===== config.mk =====
export PLATFORM = sky130hd
export DESIGN_NAME = xor_2x1
export DESIGN_NICKNAME = d
export VERILOG_FILES = /design/src/rtl/xor_2x1.sv
export SDC_FILE = /design/constraint.sdc
export NUM_CORES = 1
export LEC_CHECK = 0
export CORE_UTILIZATION = 50
export DETAILED_ROUTE_END_ITERATION = 16
export PLACE_DENSITY = 0.83
export SYNTH_ARGS = -nofsm -noshare
export SYNTH_HDL_FRONTEND = slang
export SYNTH_SLANG_ARGS = --single-unit

===== constraint.sdc =====
create_clock -name clk -period 3.8 [get_ports clk]
set_input_delay 0.76 -clock clk [delete_from_list [all_inputs] [get_ports clk]]
set_output_delay 0.76 -clock clk [all_outputs]
set_load 0.03 [all_outputs]

===== src/rtl/xor_2x1.sv =====
// xor_2x1: bitwise two-input XOR datapath primitive.
// Provides a zero-latency combinational result (out, any_diff) plus a
// valid-qualified registered copy (out_q, out_valid, parity) and a
// saturating count of accepted cycles whose XOR result was nonzero.
// Optional feature macro: XOR_2X1_HAMMING_EN -- when defined, ham_q carries
// the popcount of the captured XOR result; otherwise ham_q is tied to 0
// and no popcount logic exists.
module xor_2x1 #(
  parameter int WIDTH = 1,
  parameter int CNT_W = 16,
  localparam int HAM_W = $clog2(WIDTH + 1)
) (
  input  logic             clk,
  input  logic             rst,
  input  logic [WIDTH-1:0] in0,
  input  logic [WIDTH-1:0] in1,
  input  logic             in_valid,
  output logic [WIDTH-1:0] out,
  output logic [WIDTH-1:0] out_q,
  output logic             out_valid,
  output logic             parity,
  output logic             any_diff,
  output logic [CNT_W-1:0] diff_cnt,
  output logic [HAM_W-1:0] ham_q
);

  // A zero-width datapath is meaningless; stop elaboration early.
  if (WIDTH < 1) begin : g_bad_width
    $error("xor_2x1: WIDTH must be at least 1");
  end

  localparam logic [CNT_W-1:0] CNT_MAX = {CNT_W{1'b1}};

  logic [WIDTH-1:0] xor_val;

  // Zero-latency difference; no dependence on clock, reset or valid.
  always_comb begin
    xor_val  = in0 ^ in1;
    out      = xor_val;
    any_diff = |xor_val;
  end

  // Capture the XOR result on accepted cycles; reset discards any pending capture.
  always_ff @(posedge clk) begin
    if (rst) begin
      out_q     <= '0;
      out_valid <= 1'b0;
    end else begin
      out_valid <= in_valid;
      if (in_valid) begin
        out_q <= xor_val;
      end
    end
  end

  // Parity follows out_q directly, so it moves in step with the registered result.
  always_comb begin
    parity = ^out_q;
  end

  // Count accepted cycles with a nonzero difference, sticking at the maximum.
  always_ff @(posedge clk) begin
    if (rst) begin
      diff_cnt <= '0;
    end else if (in_valid && any_diff && (diff_cnt != CNT_MAX)) begin
      diff_cnt <= diff_cnt + CNT_W'(1);
    end
  end

`ifdef XOR_2X1_HAMMING_EN
  logic [HAM_W-1:0] pop_cnt;

  // Population count of the current XOR result.
  always_comb begin
    pop_cnt = '0;
    for (int i = 0; i < WIDTH; i++) begin
      pop_cnt = pop_cnt + HAM_W'(xor_val[i]);
    end
  end

  // Register the popcount alongside out_q so both describe the same capture.
  always_ff @(posedge clk) begin
    if (rst) begin
      ham_q <= '0;
    end else if (in_valid) begin
      ham_q <= pop_cnt;
    end
  end
`else
  // Port kept for interface stability; no popcount hardware when disabled.
  assign ham_q = '0;
`endif

endmodule


# Word level (Yosys, flattened, before mapping)

Index checks and enable logic that the tools add are counted.

Register bits: 18
Bits in latches: 0
Memory bits (writable): 0
Bits in read-only memories: 0
Input port bits: 5
Output and inout bits: 22
Logic and storage cells: 8
Memories: 0

$add $sub $neg: 1
Multipliers: 0
Divide/modulo/power cells: 0
Magnitude comparators: 0
Equality and inequality tests: 1
Shifts and indexed selects: 0
Multiplexer cells: 0
Bitwise logic cells: 1
Reductions and logical operators: 2

Operators with widths:

| cell                  | number |
|---|---|
| $add 16x1->16 const B | 1 |
| $ne 16x16->1 const B  | 1 |
| $logic_and 1x1->1     | 2 |
| $xor 1x1->1           | 1 |

# Longest topological paths before layout

Word-level depth: 3
Mapped depth: 5
Gate-level depth less buffers: 5

# Least setup slack after synthesis

Ideal clock, no wire load.

Path kind: input-to-output
Start point: in in1
End point: out out
Data arrival time: 1505 ps
Data required time: 3040 ps
Path slack: 1535 ps
Stages: 2
Cells stage by stage: xor2_2 > buf_4

Word-level cells in the longest chain between the ends: 1

RTL lines:

| item            | RTL line | source |
|---|---|---|
| start, declared | 16       | `input logic [WIDTH-1:0] in1,` |
| $xor 1x1->1     | 38       | `xor_val = in0 ^ in1;` |
| end, declared   | 18       | `output logic [WIDTH-1:0] out,` |

Every way passes these cells.

# Worst setup path after layout

Ends and elaborated chain as after synthesis.

==> flow_summary.ini <==
[grt]
track_usage_pct = 23.4
antenna_found_initial = 0
grt.overflow.total = 0
grt_pass1_wl_um = 3540
grt_start_max_net_pins = 22
grt_pass1_vias = 807

[layout]
final_cell_area_mm2 = 0.00125
final_common_cell = clkdlybuf4s50_1
drive_gt1_share_pct = 9.09
multi_input_area_um2 = 576
fillerInstances = 148
layout_common_cells = clkdlybuf4s50_1 (25), dfxtp_1 (18), a21oi_1 (13), o31ai_1 (8), or4_1 (7)
diodes = 0
syn2layout_area_growth_pct = 26.6
final_net_count = 140
utilization_pct = 70.2
seqCellArea_um2 = 360
stdcell_count = 157

[route]
dr.pass1.iters = 4
drt-total-wl_um = 2090
drc = 0
vias_per_cell = 6.09
wl_per_cell_um = 13.3
drtIter0Drc = 23
via_count = 956
drtAntennaViolNets = 0

[place]
routabilityCongestion = 0.782
post-place-cells = 154
dp_hpwl_um = 1480
placed_cell_area_mm2 = 0.00123
portBuffers = 25

[synth]
avgSynthCellArea_um2 = 8.99
synth_area_um2 = 988
ys_ff_latch = 18
ys_types = 32
synthCells = 110
ys_seq_area_share_pct = 36.5
synth-main-ff-cell = dfxtp_1
synth_nets = 116
synth-edff-count = 0
yosysWarnings = 0
async_reset_ff_share_pct = 0

[clocking]
cts_max_path_buffers = 2
h-tree-depth = 1
clk_latency_ns = 0.30
root_buffer = clkbuf_4
cts_tree = done
postCtsSetupBuffers = 0
clk_pin_slew_ns = 0.10
numClockSinks = 18
cts_hold_repair.buffers = 0
tritoncts.num_buffers = 3
post_cts_resized = 0

[die]
coreArea_mm2 = 0.00178
start_util_pct = 55.4
die-area_mm2 = 0.00216
rows = 15
fp.dieW_um = 46.5
die_h_um = 46.5
io_pins = 27

[sta]
relSlewSlack_pct = 49.5
timing.final.crit_share_pct = 81.8
slew_violations = 0
fmax_mhz = 322
skew_ns = 0.00531
finalHoldViolCount = 0
setup_viol_count_final = 0
setup_tns_ns = 0
rsz0062_at_grt = no
tightest_slew_ns = 0.756
finalCriticalPeriod_ns = 3.11

[critical_path]
worstPathRequired_ns = 3.04
end_kind = output port
cp_max_fo = 7
crit_path_start_kind = input port
criticalPathCategory = in -> out
critical_path_arrival_ns = 2.35

[status]
outcome = finished, final reports clean

[pwr]
power_density_mw_per_mm2 = 266
total_power_mw = 0.333
ir_worst_vdd_uv = 171
cellLeakagePower_nw = 0.419

[job]
cap_violations = 0

[hold_path]
hold_class = reg -> reg
-- Yosys cell counts (all sizes together) (4+ instances only) --
cell / count / area [um2]
nand4: 7 / 62.6
nand3: 5 / 25.0
o21ai: 4 / 20.0
dfxtp: 18 / 360
nand2: 6 / 25.0
a21oi: 13 / 65.1
nor2: 6 / 22.5
or4: 7 / 52.6
nor4: 5 / 52.6
o31ai: 8 / 60.1
buf: 4 / 33.8
-- layout make-up --
cell class                      instances  area share (%)
Clock buffer                            3            1.80
Timing Repair Buffer                   25            20.0
Tap cell                               25            2.50
Sequential cell                        18            28.8
Multi-Input combinational cell         83            46.0
Inverter                                3           0.900
-- registers in the layout, summed over array words and instances, names as in the netlist --
name / flops
out_q: 1
diff_cnt: 16
out_valid: 1
-- kinds of logic after synthesis --
group                    count (synthesis)  share of synthesized area, %
AND/OR/NAND/NOR                         51                          35.8
AO/OA/AOI/OAI                           25                          14.7
flip-flops                              18                          36.5
buffers and inverters                    9                          5.32
multiplexers                             4                          4.43
adder cells (fa/ha/maj)                  1                          1.27
other                                    1                         0.379
XOR/XNOR                                 1                          1.65
-- report_power, final --
group / switching (mW) / total (mW) / internal, mW
sequential: 0.00228 / 0.193 / 0.191
combinational: 0.0263 / 0.0434 / 0.0171
clock: 0.0589 / 0.0959 / 0.0369
-- critical path: stages --
cell             delay (ns)
clkdlybuf4s50_1        0.51
xor2_2                 0.33
clkdlybuf4s50_1        0.74
-- per-layer routing --
metal / track usage (%) / vias to the layer above / wire length (um)
li1: - / 462 / -
met1: 31.7 / 452 / 1000
met5: 0 / - / 0
met4: 14.7 / 0 / 48
met3: 3.92 / 7 / 98
met2: 33.9 / 35 / 937
-- metrics by stage --
| stage | hold slack, ns | setup slack [ns] |
|---|---|---|
| floorplan | 0.608 | 1.54 |
| global placement | 0.474 | 0.756 |
| detailed placement | 0.482 | 0.693 |
| CTS | 0.496 | 0.700 |
| global route | 0.517 | 0.619 |
| finish | 0.489 | 0.692 |
-- final timing paths --
kind	from	to	slack, ns	depth (start not counted)
worst max-delay path	in1	out	0.69	3
worst min-delay path	out_q$_SDFFE_PP0P_	out_q$_SDFFE_PP0P_	0.49	2
worst max register to register	diff_cnt[0]$_SDFFE_PP0P_	diff_cnt[15]$_SDFFE_PP0P_	1.85	5
worst min register to register	out_q$_SDFFE_PP0P_	out_q$_SDFFE_PP0P_	0.49	2
No activity file was read; power rests on OpenSTA's default activity.
